[src/rtl/rca_acc_32.sv]
// Streaming accumulator built around a ripple-carry adder. It sums a frame of beats and then holds the total, carry count and beat count on a valid/ready port.
// Optional macro RCA_ACC_SAT_EN: the accumulator clamps to all-ones on carry-out instead of wrapping.

module rca_adder #(
  parameter int WIDTH = 32
) (
  input  logic [WIDTH-1:0] a,
  input  logic [WIDTH-1:0] b,
  input  logic             cin,
  output logic [WIDTH-1:0] s,
  output logic             cout
);

  logic carry;

  // Explicit bit-serial carry chain, so the adder stays a true ripple-carry structure.
  always_comb begin
    s     = '0;
    carry = cin;
    for (int i = 0; i < WIDTH; i++) begin
      s[i]  = a[i] ^ b[i] ^ carry;
      carry = (a[i] & b[i]) | (carry & (a[i] ^ b[i]));
    end
    cout = carry;
  end

endmodule

module rca_acc_32 #(
  parameter int WIDTH = 32,
  parameter int CNT_W = 8
) (
  input  logic             clk,
  input  logic             rst,
  input  logic             in_valid,
  output logic             in_ready,
  input  logic [WIDTH-1:0] in_data,
  input  logic             in_cin,
  input  logic             in_last,
  output logic             out_valid,
  input  logic             out_ready,
  output logic [WIDTH-1:0] out_sum,
  output logic [CNT_W-1:0] out_carries,
  output logic [CNT_W-1:0] out_beats
);

  typedef enum logic {ACCUM, HOLD} state_t;

  state_t           state_q, state_d;
  logic [WIDTH-1:0] acc_q, acc_d;
  logic [CNT_W-1:0] beats_q, beats_d;
  logic [CNT_W-1:0] carries_q, carries_d;
  logic [WIDTH-1:0] out_sum_q, out_sum_d;
  logic [CNT_W-1:0] out_carries_q, out_carries_d;
  logic [CNT_W-1:0] out_beats_q, out_beats_d;

  logic [WIDTH-1:0] sum;
  logic             cout;
  logic [WIDTH-1:0] acc_next;
  logic [CNT_W-1:0] beats_inc, carries_inc;

  rca_adder #(.WIDTH(WIDTH)) u_adder (
    .a    (acc_q),
    .b    (in_data),
    .cin  (in_cin),
    .s    (sum),
    .cout (cout)
  );

  always_comb begin
    beats_inc   = (beats_q == {CNT_W{1'b1}}) ? beats_q : beats_q + 1'b1;
    carries_inc = carries_q;
    if (cout && (carries_q != {CNT_W{1'b1}})) begin
      carries_inc = carries_q + 1'b1;
    end
`ifdef RCA_ACC_SAT_EN
    // A lost carry pins the total at all-ones for the rest of the frame.
    acc_next = (cout || (acc_q == {WIDTH{1'b1}})) ? {WIDTH{1'b1}} : sum;
`else
    acc_next = sum;
`endif
  end

  always_comb begin
    state_d       = state_q;
    acc_d         = acc_q;
    beats_d       = beats_q;
    carries_d     = carries_q;
    out_sum_d     = out_sum_q;
    out_carries_d = out_carries_q;
    out_beats_d   = out_beats_q;

    case (state_q)
      ACCUM: begin
        if (in_valid) begin
          acc_d     = acc_next;
          beats_d   = beats_inc;
          carries_d = carries_inc;
          if (in_last) begin
            out_sum_d     = acc_next;
            out_carries_d = carries_inc;
            out_beats_d   = beats_inc;
            state_d       = HOLD;
          end
        end
      end
      HOLD: begin
        // Input beats are ignored here, so no beat can share the handshake cycle.
        if (out_ready) begin
          acc_d     = '0;
          beats_d   = '0;
          carries_d = '0;
          state_d   = ACCUM;
        end
      end
      default: state_d = ACCUM;
    endcase
  end

  always_ff @(posedge clk or posedge rst) begin
    if (rst) begin
      state_q       <= ACCUM;
      acc_q         <= '0;
      beats_q       <= '0;
      carries_q     <= '0;
      out_sum_q     <= '0;
      out_carries_q <= '0;
      out_beats_q   <= '0;
    end else begin
      state_q       <= state_d;
      acc_q         <= acc_d;
      beats_q       <= beats_d;
      carries_q     <= carries_d;
      out_sum_q     <= out_sum_d;
      out_carries_q <= out_carries_d;
      out_beats_q   <= out_beats_d;
    end
  end

  assign in_ready    = (state_q == ACCUM);
  assign out_valid   = (state_q == HOLD);
  assign out_sum     = out_sum_q;
  assign out_carries = out_carries_q;
  assign out_beats   = out_beats_q;

endmodule

[config.mk]
export PLATFORM = sky130hd
export DESIGN_NAME = rca_acc_32
export DESIGN_NICKNAME = d
export VERILOG_FILES = /design/src/rtl/rca_acc_32.sv
export SDC_FILE = /design/constraint.sdc
export NUM_CORES = 1
export LEC_CHECK = 0
export BUFFER_PORTS_ARGS = -buffer_cell sky130_fd_sc_hd__buf_2
export CAP_MARGIN = 0
export CORE_UTILIZATION = 42
export CTS_CLUSTER_SIZE = 20
export DETAILED_ROUTE_END_ITERATION = 7
export PLACE_DENSITY_LB_ADDON = 0.1
export SYNTH_ARGS = -nofsm -noshare
export SYNTH_HDL_FRONTEND = slang
export SYNTH_SLANG_ARGS = --single-unit
[constraint.sdc]
create_clock -name clk -period 14.7 [get_ports clk]
set_input_delay 1.47 -clock clk [delete_from_list [all_inputs] [get_ports clk]]
set_output_delay 1.47 -clock clk [all_outputs]
set_load 0.02 [all_outputs]
==> summary.txt <==
Logic synthesis
  • Netlist cell types: 43
  • Post-Syn Area per Cell: 10.3 µm²
  • Post-Syn Area: 0.00480 mm²
  • Mapped Nets: 538
  • Seq cells post-synth: 97
  • Async set-reset flop share out of synthesis: 1.00
  • Synth Instances: 466
  • Post-synthesis sequential area ratio: 0.506
  • Top_reg_cell synth: dfrtp_1
  • Top post-synthesis cells by area: dfrtp_1 51%, fa_1 13%, inv_1 5.3%, o21ai_0 5.0%, nand2_1 4.6%
  • Cell with the most instances after synthesis: dfrtp_1
  • Share of the synthesized area in the top cell type: 0.506
  • Synth warn: 0
  • EDFF count, synth: 0
  • Commonest cells post-synth: 97 x dfrtp_1, 68 x inv_1, 59 x nand2_1
  • Cell taking the most area after synthesis: dfrtp_1

Worst setup path
  • Critical path type: in2reg
  • Critical path fanouts, max: 6
  • Endpoint type of the worst setup path: register
  • R2R Path End: carries_q[3]$_DFFE_PP0P_
  • Reg2reg path depth: 40
  • CP Data Arrival Time: 14.39 ns
  • Worst EP required: 14.93 ns
  • Critical Path Max Stage Delay: 0.43 ns
  • FF-to-FF Start: acc_q[0]$_DFFE_PP0P_
  • Critical path's most frequent cell: fa_1
  • Setup slack, reg-to-reg: 1.47 ns
  • CP max stage cell: fa_1
  • Startpoint types: primary input

Floorplan
  • DIE WIDTH: 109 µm
  • Die height: 109 µm
  • Core Rows: 38
  • Num ports: 88
  • DIE AREA: 0.0119 mm²
  • Initial Utilization: 0.437
  • Core footprint: 0.0110 mm²

Clock tree
  • Later-pin clock latency in the skew report: 0.35 ns
  • CTS clk-pin slew, worst paths: 0.06 ns
  • CTS tree: done
  • CTS Root Buffer Type: clkbuf_16
  • H-tree depth: 3
  • Num CTS Buffers: 9
  • Clock sink count: 97
  • Cts hold-fix bufs: 0
  • Clock buffer depth: 2

Place
  • RD Place Congestion: 0.769
  • DP HPWL: 6.92 mm
  • DP Worst Slack: -0.268 ns
  • DP Area: 0.00533 mm²
  • PortBufs: 87

Finish
  • Layout Utilization: 0.516
  • Nets@finish: 616
  • Layout cells sized above 1: 0.226
  • Design Area, Final: 0.00567 mm²
  • Area delta synth->final: 18.1%
  • Number of diodes: 0

STA
  • Worst-case clock skew: 0.00771 ns
  • Setup WS post-layout: 0.547 ns
  • Peak Freq: 70.7 MHz
  • Worst slew margin: 0.348
  • Final Max Tran Viols: 0
  • Worst-Margin Slew: 0.977 ns
  • Final period util: 0.963
  • Final min period: 14.15 ns
  • WHS: 0.469 ns
  • Endpoints failing setup: 0
  • RSZ-0062 raised after global routing: no
  • Final-report hold violation count: 0

Global routing
  • Gr usage total: 0.190
  • Initial antenna violation count: 0
  • Largest net degree at the start of global routing: 87
  • First-pass GRT wire length: 17.1 mm
  • Vias in the first global route: 3591
  • Final global-route overflow total: 0

Detailed routing
  • WL/cell: 14.5 µm
  • Post-route ant nets: 0
  • Via density: 5.06
  • Via Count: 3479
  • Residual DRC count: 0
  • Drt first pass iters: 4
  • Total routed wirelength: 9.97 mm
  • DR iter-0 viols: 107

Status
  • Status: finished clean

Power
  • Leakage power: 2.80 nW
  • Worst VDD drop: 0.0838 mV
  • PwrDens: 189 mW/mm²
  • Total design power: 0.00107 W

Hold path
  • Hold path depth: 2
  • Hold Crit Class: reg2reg
  • Hold path start: out_sum[0]$_DFFE_PP0P_
  • Hold Path Sink: out_sum[0]$_DFFE_PP0P_

Job
  • Max_cap viols: 0
[critical path: cells and delay by family]
kind / cells / cell delay [ns]
fa+ha+maj: 32 / 11.80
compound gates: 3 / 0.47
buf+inv: 5 / 0.43
simple gates: 1 / 0.17
[cell families after synthesis]
family | Yosys count | synth area share
DFF | 97 | 0.506
buffers and inverters | 94 | 0.0790
adders and majority gates | 34 | 0.139
xor gates and xnor gates | 3 | 0.00548
and+or+nand+nor | 123 | 0.121
AOI/OAI and AO/OA | 105 | 0.129
muxes | 10 | 0.0209
[worst max-delay path by stage]
| stage | from | end | slack [ns] | depth (start not counted) |
|---|---|---|---|---|
| finish | in_data[0] | carries_q[3]$_DFFE_PP0P_ | 0.55 | 41 |
| global route | in_data[0] | out_carries[7]$_DFFE_PP0P_ | 0.02 | 41 |
| CTS | in_data[0] | out_carries[7]$_DFFE_PP0P_ | 0.08 | 40 |
| detailed placement | in_data[0] | out_carries[7]$_DFFE_PP0P_ | -0.27 | 40 |
| global placement | in_data[0] | out_carries[7]$_DFFE_PP0P_ | -0.05 | 40 |
| floorplan | in_data[0] | carries_q[3]$_DFFE_PP0P_ | 0.43 | 39 |
[sequential cells by signal, summed over array words and instances (netlist names)]
register	cells
out_carries	8
out_valid	1
out_sum	32
acc_q	32
beats_q	8
out_beats	8
carries_q	8
[where the power goes]
part	switching (W)	total [W]	internal, W
Combinational	0.000250	0.000416	0.000166
Sequential	0.0000457	0.000409	0.000363
Clock	0.000101	0.000248	0.000148
[timing repair]
action,4_1_cts,5_1_grt
endpoints found under the hold margin,0,0
setup buffers,0,1
gates resized for setup,0,9
endpoints found under the setup margin,0,16
[per-stage QoR]
stage / TNS [ns] / cells
3_5_place_dp: -1.84 / 672
6_report: 0 / 688
2_1_floorplan: 0 / 466
4_1_cts: 0 / 687
3_3_place_gp: -0.0926 / 672
5_1_grt: 0 / 688
[layer usage]
metal / vias up / global-route usage / share of wire
li1: 1704 / - / -
met5: - / 0 / 0
met2: 64 / 0.313 / 0.49
met1: 1697 / 0.250 / 0.45
met3: 14 / 0.0341 / 0.041
met4: 0 / 0.0724 / 0.017
[cells in the final DEF, fill, tap and decap left out, drive strengths merged, types with 7 or more instances in the layout]
cell	netlist	routed
a21oi	7	7
inv	68	68
nand2	59	59
clkbuf	18	9
mux2i	10	10
o22ai	30	30
dfrtp	97	97
o21ai	50	50
nor2	17	17
buf	8	93
nand3	7	7
fa	32	32
nor3	12	12
[layout make-up]
| cell class | count | area (µm²) |
|---|---|---|
| inverter | 68 | 258 |
| sequential | 97 | 2430 |
| timing repair buffer | 93 | 480 |
| tap | 140 | 175 |
| clock buffer | 9 | 225 |
| clock inverter | 6 | 83.8 |
| fill | 1031 | 5310 |
| multi-input combinational | 275 | 2020 |
No activity file was read; power rests on OpenSTA's default activity.
